<file path="config.mk">
export PLATFORM = sky130hd
export DESIGN_NAME = sample_capture_flat
export DESIGN_NICKNAME = d
export VERILOG_FILES = /design/src/rtl/sample_capture_if.sv /design/src/rtl/sample_capture.sv /design/src/flat_wrapper.sv
export SDC_FILE = /design/constraint.sdc
export NUM_CORES = 1
export LEC_CHECK = 0
export ABC_CLOCK_PERIOD_IN_PS = 5400
export BUFFER_PORTS_ARGS = -buffer_cell sky130_fd_sc_hd__clkbuf_2
export CORE_MARGIN = 1.5
export CORE_UTILIZATION = 51
export CTS_CLUSTER_SIZE = 14
export DETAILED_ROUTE_END_ITERATION = 10
export PLACE_DENSITY = 0.71
export RECOVER_POWER = 50
export REMOVE_ABC_BUFFERS = 1
export SYNTH_ARGS = -nofsm -noshare
export SYNTH_HDL_FRONTEND = slang
export SYNTH_SLANG_ARGS = --single-unit
</file>
<file path="constraint.sdc">
create_clock -name clk -period 5.4 [get_ports clk]
set_clock_uncertainty 0.05 [all_clocks]
set_input_delay 0.54 -clock clk [delete_from_list [all_inputs] [get_ports clk]]
set_output_delay 0.54 -clock clk [all_outputs]
set_load 0.01 [all_outputs]
</file>
<file path="src/rtl/sample_capture_if.sv">
// Sample-path bus: raw ADC stream in, averaged sample-buffer write port out.
// "master" is the capture stage's view; "slave" is the environment's view.
interface sample_capture_if;
  logic        adc_valid;
  logic [15:0] adc_data;
  logic        sample_wr_en;
  logic [15:0] sample_wr_data;

  modport master (
    input  adc_valid,
    input  adc_data,
    output sample_wr_en,
    output sample_wr_data
  );

  modport slave (
    output adc_valid,
    output adc_data,
    input  sample_wr_en,
    input  sample_wr_data
  );
endinterface

</file>
<file path="src/rtl/sample_capture.sv">
// Armed/triggered ADC capture front-end: box-car averages 2^LOG2_DECIM samples
// per output and writes CAPTURE_LEN results into the sample buffer.
module sample_capture #(
  parameter int LOG2_DECIM  = 2,
  parameter int CAPTURE_LEN = 256
) (
  input  logic                    clk,
  input  logic                    rst,
  input  logic                    arm,
  input  logic                    abort,
  input  logic                    trig_mode,
  input  logic [15:0]             trig_level,
  sample_capture_if.master        bus,
  output logic                    busy,
  output logic                    done,
  output logic [1:0]              state_o
);

  // Valid/ready contract: there is no back-pressure. Every cycle with
  // adc_valid=1 is one sample consumed; every cycle with sample_wr_en=1 is one
  // buffer write that the buffer must accept.

  typedef enum logic [1:0] {
    S_IDLE    = 2'd0,
    S_ARMED   = 2'd1,
    S_CAPTURE = 2'd2,
    S_DONE    = 2'd3
  } state_t;

  localparam int              ACC_W    = 16 + LOG2_DECIM;
  localparam int              PH_W     = LOG2_DECIM + 1;
  localparam logic [PH_W-1:0] PH_FULL  = PH_W'(2 ** LOG2_DECIM);
  localparam logic [15:0]     LAST_IDX = 16'(CAPTURE_LEN - 1);

  state_t                   state_q, state_d;
  logic signed [ACC_W-1:0]  acc_q, acc_d;
  logic [PH_W-1:0]          phase_q, phase_d;
  logic [15:0]              wr_cnt_q, wr_cnt_d;
  logic [15:0]              prev_q, prev_d;
  logic                     prev_valid_q, prev_valid_d;
  logic                     wr_en_q, wr_en_d;
  logic [15:0]              wr_data_q, wr_data_d;

  logic signed [ACC_W-1:0]  smp_ext;
  logic signed [ACC_W-1:0]  acc_base;
  logic signed [ACC_W-1:0]  acc_sum;
  logic [PH_W-1:0]          ph_base;
  logic [PH_W-1:0]          ph_next;
  logic                     group_done;
  logic                     trig_hit;
  logic                     accept;

  always_comb begin
    state_d      = state_q;
    acc_d        = acc_q;
    phase_d      = phase_q;
    wr_cnt_d     = wr_cnt_q;
    prev_d       = prev_q;
    prev_valid_d = prev_valid_q;
    wr_en_d      = 1'b0;
    wr_data_d    = wr_data_q;

    smp_ext  = ACC_W'($signed(bus.adc_data));
    trig_hit = !trig_mode ||
               (prev_valid_q &&
                ($signed(prev_q) < $signed(trig_level)) &&
                ($signed(bus.adc_data) >= $signed(trig_level)));

    // The trigger sample starts a fresh group, so ARMED accumulates from zero.
    acc_base   = (state_q == S_CAPTURE) ? acc_q : '0;
    ph_base    = (state_q == S_CAPTURE) ? phase_q : '0;
    acc_sum    = acc_base + smp_ext;
    ph_next    = ph_base + PH_W'(1);
    group_done = (ph_next == PH_FULL);
    accept     = bus.adc_valid &&
                 ((state_q == S_CAPTURE) || ((state_q == S_ARMED) && trig_hit));

    case (state_q)
      S_IDLE, S_DONE: begin
        if (arm) begin
          state_d      = S_ARMED;
          acc_d        = '0;
          phase_d      = '0;
          wr_cnt_d     = '0;
          prev_valid_d = 1'b0;
        end
      end
      S_ARMED: begin
        if (bus.adc_valid) begin
          prev_d       = bus.adc_data;
          prev_valid_d = 1'b1;
        end
      end
      default: ;
    endcase

    if (accept) begin
      if (group_done) begin
        wr_en_d   = 1'b1;
        // Top 16 bits of the sum == floor(acc / 2^LOG2_DECIM); cannot overflow.
        wr_data_d = acc_sum[LOG2_DECIM +: 16];
        acc_d     = '0;
        phase_d   = '0;
        wr_cnt_d  = wr_cnt_q + 16'd1;
        state_d   = (wr_cnt_q == LAST_IDX) ? S_DONE : S_CAPTURE;
      end else begin
        acc_d   = acc_sum;
        phase_d = ph_next;
        state_d = S_CAPTURE;
      end
    end

    if (abort) begin
      state_d      = S_IDLE;
      acc_d        = '0;
      phase_d      = '0;
      prev_valid_d = 1'b0;
      wr_en_d      = 1'b0;
      wr_data_d    = wr_data_q;
    end
  end

  always_ff @(posedge clk or posedge rst) begin
    if (rst) begin
      state_q      <= S_IDLE;
      acc_q        <= '0;
      phase_q      <= '0;
      wr_cnt_q     <= '0;
      prev_q       <= '0;
      prev_valid_q <= 1'b0;
      wr_en_q      <= 1'b0;
      wr_data_q    <= '0;
    end else begin
      state_q      <= state_d;
      acc_q        <= acc_d;
      phase_q      <= phase_d;
      wr_cnt_q     <= wr_cnt_d;
      prev_q       <= prev_d;
      prev_valid_q <= prev_valid_d;
      wr_en_q      <= wr_en_d;
      wr_data_q    <= wr_data_d;
    end
  end

  assign bus.sample_wr_en   = wr_en_q;
  assign bus.sample_wr_data = wr_data_q;
  assign busy               = (state_q == S_ARMED) || (state_q == S_CAPTURE);
  assign done               = (state_q == S_DONE);
  assign state_o            = state_q;

endmodule

</file>
<file path="src/flat_wrapper.sv">
// flat-port wrapper written by rule: the top's interface ports become plain ports
module sample_capture_flat 
#(
  parameter int LOG2_DECIM  = 2,
  parameter int CAPTURE_LEN = 256
)
  (clk, rst, arm, abort, trig_mode, trig_level, busy, done, state_o, bus_adc_valid, bus_adc_data, bus_sample_wr_en, bus_sample_wr_data);
  sample_capture_if bus_i ();
  input  logic clk;
  input  logic rst;
  input  logic arm;
  input  logic abort;
  input  logic trig_mode;
  input  logic [15:0] trig_level;
  output logic busy;
  output logic done;
  output logic [1:0] state_o;
  input wire logic [$bits(bus_i.adc_valid)-1:0] bus_adc_valid;
  input wire logic [$bits(bus_i.adc_data)-1:0] bus_adc_data;
  output wire logic [$bits(bus_i.sample_wr_en)-1:0] bus_sample_wr_en;
  output wire logic [$bits(bus_i.sample_wr_data)-1:0] bus_sample_wr_data;
  assign bus_i.adc_valid = bus_adc_valid;
  assign bus_i.adc_data = bus_adc_data;
  assign bus_sample_wr_en = bus_i.sample_wr_en;
  assign bus_sample_wr_data = bus_i.sample_wr_data;
  sample_capture #(.LOG2_DECIM(LOG2_DECIM), .CAPTURE_LEN(CAPTURE_LEN)) u_core (.clk(clk), .rst(rst), .arm(arm), .abort(abort), .trig_mode(trig_mode), .trig_level(trig_level), .bus(bus_i), .busy(busy), .done(done), .state_o(state_o));
endmodule
</file>
==> results of run 1 <==
==> state kept, by name (all words and copies together), names as in the netlist <==
name / count
u_core.phase_q: 3
u_core.bus.sample_wr_data: 16
u_core.wr_cnt_q: 16
u_core.state_o: 2
u_core.prev_q: 16
u_core.acc_q: 18
u_core.prev_valid_q: 1
u_core.bus.sample_wr_en: 1
==> final cells by class <==
type / instances / share of cell area, %
flip-flops and latches: 73 / 32.47
well taps: 133 / 2.958
multi-input cells: 396 / 52.46
clock buffers: 12 / 2.757
inverters: 38 / 2.535
repair buffers: 62 / 5.493
clock inverters: 4 / 1.334
==> cells by family after synthesis <==
logic type | Yosys count | synth area share (%)
buffers and inverters | 62 | 5.283
DFF | 73 | 36.21
and+or+nand+nor | 171 | 17.91
AOI/OAI and AO/OA | 123 | 16.59
adders and majority gates | 56 | 14.04
xor gates and xnor gates | 15 | 2.604
muxes | 31 | 7.366
==> synth_stat cells (7+ instances only) <==
master / number / area [um2]
sky130_fd_sc_hd__dfrtp_1: 73 / 1827
sky130_fd_sc_hd__ha_1: 55 / 688.2
sky130_fd_sc_hd__nand3_1: 46 / 230.2
sky130_fd_sc_hd__a21oi_1: 42 / 210.2
sky130_fd_sc_hd__inv_1: 38 / 142.6
sky130_fd_sc_hd__nand2_1: 28 / 105.1
sky130_fd_sc_hd__nor2_1: 22 / 82.58
sky130_fd_sc_hd__mux2_2: 21 / 236.5
sky130_fd_sc_hd__and2_1: 20 / 125.1
sky130_fd_sc_hd__o21ai_0: 17 / 85.08
sky130_fd_sc_hd__clkbuf_1: 15 / 56.30
sky130_fd_sc_hd__xnor2_1: 12 / 105.1
sky130_fd_sc_hd__a21o_1: 11 / 82.58
sky130_fd_sc_hd__nand4_1: 9 / 56.30
sky130_fd_sc_hd__nor2b_1: 9 / 56.30
sky130_fd_sc_hd__and3_1: 8 / 50.05
sky130_fd_sc_hd__nor3_1: 8 / 40.04
sky130_fd_sc_hd__mux2_4: 7 / 105.1
==> stage by stage <==
step                util [%]  power (uW)
global route           58.10        1490
floorplan                  -       829.4
CTS                    58.22        1420
global placement       55.84       909.0
detailed placement     55.84       925.9
finish                 58.10        1409
==> metal layers <==
layer	global-route usage [%]	vias up	wire (um)
met5	0	-	0
met4	7.903	0	210
met3	4.583	18	591
met2	41.26	113	5637
met1	30.04	1967	5195
li1	-	2012	-
==> report_power, final <==
group          switching, uW  leakage, uW  internal (uW)
Clock                    209     0.000109            286
Sequential              28.4     0.000978            597
Combinational            164      0.00166            125
==> final timing paths <==
check | startpoint | to | slack [ns] | cells after the start
max | u_core.state_o[0]$_DFFE_PP0P_ | u_core.bus.sample_wr_data[14]$_DFFE_PP0P_ | 1.15 | 14
min | rst | u_core.bus.sample_wr_data[4]$_DFFE_PP0P_ | 0.39 | 3
max reg2reg | u_core.state_o[0]$_DFFE_PP0P_ | u_core.bus.sample_wr_data[14]$_DFFE_PP0P_ | 1.15 | 14
min reg2reg | u_core.prev_q[0]$_DFFE_PP0P_ | u_core.prev_q[0]$_DFFE_PP0P_ | 0.43 | 2
max in group asynchronous | rst | u_core.state_o[0]$_DFFE_PP0P_ | 4.29 | 3
min in group clk | bus_adc_data[4] | u_core.prev_q[4]$_DFFE_PP0P_ | 0.43 | 2
==> critical path: stages (launching register included) <==
cell and delay (ns):
sky130_fd_sc_hd__dfrtp_1 0.42, sky130_fd_sc_hd__inv_1 0.10, sky130_fd_sc_hd__ha_1 0.62, sky130_fd_sc_hd__and2_1 0.22, sky130_fd_sc_hd__ha_1 0.20, sky130_fd_sc_hd__inv_1 0.09, sky130_fd_sc_hd__fa_1 0.41, sky130_fd_sc_hd__nor2b_1 0.13
sky130_fd_sc_hd__o21a_1 0.15, sky130_fd_sc_hd__o21ai_1 0.14, sky130_fd_sc_hd__a2111oi_0 0.76, sky130_fd_sc_hd__or3_1 0.27, sky130_fd_sc_hd__a41o_1 0.24, sky130_fd_sc_hd__xor2_1 0.08, sky130_fd_sc_hd__mux2_2 0.26
==> results summary, run 1 <==
The total CTS buffers is 9. The total global routing overflow came out at 0. The overall routed net length is 11.64 mm. In this run the worst hold path is classified as primary input to asynchronous set/reset pin.

The most frequent standard cell in the layout excluding fill and tap cells is sky130_fd_sc_hd__dfrtp_1. The period utilization came out at 78.78%. In this run the deepest clock path goes through 2 buffers. The critical path arrival came out at 4.45 ns.

The proportion of synthesized chip area in sequential cells came out at 36.21%. Entering global routing, the biggest net connects 74 pins. The count of buffers from port buffering came out at 58. The total of flip-flops plus latches after synthesis is 73. Across the run, the number of max-cap violations was 0. The count of different cell masters after synthesis is 63. The smallest clock period supported by the final layout is computed as 4.254 ns. The global-route wire length before repair is 19.42 mm. The post-route netlist has 18.80% of its cells at a drive strength greater than 1. The flow ran to the end, and the final reports show no timing, DRC or antenna violations.

After floorplanning, the core was divided into 36 placement rows. The first-iteration detailed-routing DRC count is 147. The number of antenna violations at the first check in global routing is 0.

OpenSTA, run right after detailed placement, puts the worst setup slack at 1.333 ns. After clock tree synthesis, the flow added hold-fix buffers numbering 0. The number of top-level pins is 59.

The final hold slack came out at 0.3884 ns. The final net count is 674. The post-synthesis area per instance came out at 9.501 um2.

The weighted congestion at the end of routability-driven global placement came out at 0.8538. The count of cells in the finished layout, fillers not included, comes to 718. The synthesis-to-finish area growth is 11.53%. The share of synthesized flip-flops with an asynchronous set or reset came out at 100.0%. The height of the die is 102.5 um. The total global-route track usage is 23.88%. The later-pin clock latency in the skew report is 0.36 ns. After routing, the total negative slack on setup checks comes to 0 ns. The die width came out at 102.5 um. The total leakage power is 0.002748 uW. For the worst setup path, the data required time is 5.60 ns. The full die area came out at 10,500 um2. The area used by sequential logic in the layout came out at 1827 um2. The final number of setup-violating endpoints came out at 0.

After synthesis the cells add up to 5045 um2. Summing all non-filler instances in the final layout gives an area of 5627 um2. The detailed-route vias per instance is 5.724. The post-placement cell area is 5408 um2.

The power per cell area came out at 250.4 nW/um2. The library cells used most frequently in the layout, excluding fill and tap cells, are sky130_fd_sc_hd__dfrtp_1 (73), sky130_fd_sc_hd__ha_1 (55), sky130_fd_sc_hd__clkbuf_2 (49). Once detail routing completed, the nets flagged for antenna violations numbered 0. The number of clock sinks came out at 73.

The fmax is 235.1 MHz. The number of synthesized flops with an enable pin came out at 0. The detailed-route wire length per cell came out at 16.20 um. The cell count after synthesis came out at 531. The number of gates resized after CTS came out at 0.

The number of warnings reported in the yosys synthesis log came out at 0. After clock tree synthesis, the setup repair step added 0 buffers. Once detailed placement completed, the half-perimeter wirelength came to 8.178 mm. In this run the tightest slew margin relative to its limit is 37.37%. The number of pins with negative max-slew slack in the final report is 0. The final routed DRC violation total came out at 0. In the synthesized netlist the dominant register cell turns out to be sky130_fd_sc_hd__dfrtp_1. The clock transition at the register clock pins on the worst setup and hold paths after CTS came out at 0.08 ns. The multi-input combinational cells in the finished layout cover a total of 2952 um2. TritonCTS built the clock tree. The critical path is of the flop to flop type. The via count of the first global-routing pass came out at 4,130. The slew at the pin closest to its max-slew limit is 0.9394 ns. The minimum setup slack in the final design is 1.146 ns.

The effective utilization at floorplan is 52.09%. The worst-case IR drop observed on VDD is 0.1493 mV. The count of final hold-check violations came to 0. The area of the placeable core is 9684 um2. The filler cell count is 860. CTS placed an instance of sky130_fd_sc_hd__clkbuf_8 at the clock tree root. The overall via count from detail_route came out at 4,110. The maximum net fanout on the critical path is 22. The cell count after placement came out at 702. The first detailed-routing pass ran for 4 iterations. The startpoint type of the worst setup path is a flop. STA classifies the critical path endpoint as a flop.

0 antenna diodes ended up in the layout. Setup repair after global routing left no endpoint under its margin. The H-tree level count is 3.
No activity file was read; power rests on OpenSTA's default activity.
==> run 2, diff against run 1 <==
- ABC_CLOCK_PERIOD_IN_PS: 5400 -> 4000
- clock period: 5.4 -> 4 ns (I/O delays scaled with it)
==> run 2 against run 1 <==
Utilization up 0.18 points; power increased by 31%; first-iteration DRC count down 3.4%; largest power group unchanged.
==> results summary, run 2 (synthesis gave the netlist of run 1 again) <==
The number of buffers inserted by hold repair at cts is 0 (unchanged). The worst slack at placement is 0.3877 ns (was 1.333 ns). The final number of setup-violating endpoints came to 0 (unchanged). The number of antenna repair diodes was 0 (unchanged).

The full die area came out at 10,500 um2 (unchanged). The detailed-route wire length per cell came to 15.88 um (was 16.20 um). The minimum setup slack in the final design came out at 0.2255 ns (was 1.146 ns). The count of standard-cell rows is 36 (unchanged). The number of cells on the worst reg-to-reg path is 14 (unchanged). The number of gates resized after CTS came out at 0 (unchanged). The overall routed net length is 11.50 mm (was 11.64 mm).

The number of max-capacitance violations reported is 0 (unchanged). The startpoint of the worst-slack reg-to-reg timing path is u_core.state_o[0]$_DFFE_PP0P_ (unchanged). The launching element of the worst setup path was u_core.state_o[0]$_DFFE_PP0P_ (unchanged). The maximum net fanout on the critical path is 7 (was 22).

The number of top-level pins came to 59 (unchanged). The area of the placeable core is 9684 um2 (unchanged). The total global routing overflow came to 0 (unchanged). The count of buffers from port buffering is 58 (unchanged). The kind of end point of the critical path is a flop (unchanged). The switching power as a share of total power came out at 28.46% (was 28.47%). The clock root buffer master is sky130_fd_sc_hd__clkbuf_8 (unchanged). The detailed-route vias per instance is 5.749 (was 5.724). The largest register by flop count is u_core.acc_q (unchanged). The global-route wire length before repair was 18.68 mm (was 19.42 mm).

The number of clock sinks came out at 73 (unchanged). The clock share of power came out at 33.0% (was 35.1%). The slew at the pin closest to its max-slew limit came to 1.226 ns (was 0.9394 ns). The filler cell count came out at 860 (unchanged). The die width came to 102.5 um (unchanged). The most frequent standard cell in the layout excluding fill and tap cells is sky130_fd_sc_hd__dfrtp_1 (unchanged).

The clock transition at the register clock pins on the worst setup and hold paths after CTS was 0.08 ns (about the same). The remaining antenna violation count was 0 (unchanged). The first-iteration detailed-routing DRC count is 142 (was 147). The internal power came out at 1317 uW (was 1008 uW). The total negative slack for setup checks was 0 ns (unchanged). The startpoint type of the worst setup path is a flop (unchanged). The number of pins with negative max-slew slack in the final report is 0 (unchanged).

The fmax came out at 264.9 MHz (was 235.1 MHz). The final net count came out at 680 (was 674). Run status: complete, no violations (unchanged). The worst ir drop on vdd was 0.1903 mV (was 0.1493 mV). The share of cells above drive strength 1 is 19.12% (was 18.80%). The area used by sequential logic in the layout is 1827 um2 (unchanged). The number of antenna violations at the first check in global routing is 0 (unchanged). The sequential power share came out at 45.9% (was 44.4%).

The critical path arrival came out at 3.96 ns (was 4.45 ns). The area of the multi-input gates is 2952 um2 (unchanged). The critical path required time is 4.19 ns (was 5.60 ns). The synthesis-to-finish area growth came to 11.88% (was 11.53%). The total leakage power came out at 0.002766 uW (was 0.002748 uW). The switching power of the nets came to 524.0 uW (was 401.1 uW). The length of the first detailed-routing pass in iterations came out at 4 (unchanged). The maximum number of pins on one net before global-route repair is 50 (was 74). The buffer depth of the longest clock path is 2 (unchanged). The clock tree from TritonCTS is yes (unchanged). The flip-flop count of the largest register after layout is 18 (unchanged). The total CTS buffers is 9 (unchanged). The H-tree level count is 3 (unchanged). The relative contribution of combinational cells to total power is 21.2% (was 20.5%). The via count of the first global-routing pass was 3,970 (was 4,130).

The final routed DRC violation total is 0 (unchanged). The later-pin clock latency in the skew report came out at 0.35 ns (was 0.36 ns). The share of the core filled with cells is 58.28% (was 58.10%).

The total global-route track usage came to 23.05% (was 23.88%). The reg2reg setup slack is 0.23 ns (was 1.15 ns). Leading cell types in the layout, fill and taps excluded: sky130_fd_sc_hd__dfrtp_1 (73), sky130_fd_sc_hd__ha_1 (55), sky130_fd_sc_hd__clkbuf_2 (48) (was sky130_fd_sc_hd__dfrtp_1 (73), sky130_fd_sc_hd__ha_1 (55), sky130_fd_sc_hd__clkbuf_2 (49)). The final hold slack is 0.1887 ns (was 0.3884 ns). The count of final hold-check violations is 0 (unchanged). The height of the die came out at 102.5 um (unchanged). The final HPWL from detailed placement came out at 8.633 mm (was 8.178 mm).

The type of the worst setup path was flop to flop (unchanged). The path type of the worst min-delay path is primary input to asynchronous set/reset pin (unchanged). The critical path capture point is u_core.bus.sample_wr_data[14]$_DFFE_PP0P_ (unchanged). The period utilization came out at 94.36% (was 78.78%). The endpoint of the most critical register-to-register path was u_core.bus.sample_wr_data[14]$_DFFE_PP0P_ (unchanged). The power per cell area is 326.2 nW/um2 (was 250.4 nW/um2).

The overall via count from detail_route is 4,162 (was 4,110). The relative max-transition margin is 18.28% (was 37.37%). The effective utilization at floorplan came out at 52.09% (unchanged).

The weighted congestion at the end of routability-driven global placement came out at 0.9132 (was 0.8538). The post-CTS setup buffer count came out at 0 (unchanged). Setup repair after global routing missed its margin: no (unchanged).

The final critical-path required period was 3.774 ns (was 4.254 ns).
## run 2: worst min-delay path by stage
| stage | to | slack, ns | cells after the start |
|---|---|---|---|
| 2_1_floorplan | u_core.prev_q[0]$_DFFE_PP0P_ | 0.40 | 2 |
| 3_3_place_gp | u_core.wr_cnt_q[2]$_DFF_PP0_ | 0.41 | 2 |
| 3_5_place_dp | u_core.wr_cnt_q[2]$_DFF_PP0_ | 0.41 | 2 |
| 4_1_cts | u_core.wr_cnt_q[2]$_DFF_PP0_ | 0.01 | 2 |
| 5_1_grt | u_core.wr_cnt_q[2]$_DFF_PP0_ | 0.26 | 2 |
| 6_report | u_core.wr_cnt_q[10]$_DFF_PP0_ | 0.19 | 2 |
## run 2: cell type report
| class | count | share of cell area (%) |
|---|---|---|
| inverter | 38 | 2.527 |
| clock buffer | 14 | 3.059 |
| timing repair buffer | 68 | 6.185 |
| sequential | 73 | 32.37 |
| multi-input combinational | 396 | 52.29 |
| tap | 133 | 2.948 |
| clock inverter | 2 | 0.6207 |
## run 2: metrics by stage
stage	total power, uW	std cells	area, um2
after global placement	1230	708	5453
after detailed placement	1251	708	5453
final	1841	724	5644
after CTS	1861	724	5660
after floorplan	1120	507	4921
after global routing	1952	724	5644
## run 2: critical path, cell delays in order (launching register included)
cell and delay [ns]:
sky130_fd_sc_hd__dfrtp_1 0.43, sky130_fd_sc_hd__inv_1 0.11, sky130_fd_sc_hd__ha_1 0.27, sky130_fd_sc_hd__and2_1 0.16
sky130_fd_sc_hd__ha_1 0.18, sky130_fd_sc_hd__inv_1 0.07, sky130_fd_sc_hd__fa_1 0.41, sky130_fd_sc_hd__nor2b_1 0.14
sky130_fd_sc_hd__o21a_1 0.14, sky130_fd_sc_hd__o21ai_1 0.12, sky130_fd_sc_hd__a2111oi_0 0.75, sky130_fd_sc_hd__or3_1 0.27
sky130_fd_sc_hd__a41o_1 0.24, sky130_fd_sc_hd__xor2_1 0.08, sky130_fd_sc_hd__mux2_2 0.25
## run 2: per-layer routing
layer	wire (um)	part of all wire (%)	global-route usage (%)
met4	109	0.95	6.428
met1	5235	46	29.47
met2	5540	48	39.43
met5	0	0	0
met3	612	5.3	4.993
## run 2: power groups by stage
stage | Combinational (uW) | Clock [uW] | Sequential (uW)
2_1_floorplan | 272 | 0 | 847
4_1_cts | 394 | 622 | 844
6_report | 390 | 607 | 845
3_3_place_gp | 376 | 0 | 854
3_5_place_dp | 392 | 0 | 859
5_1_grt | 444 | 656 | 852
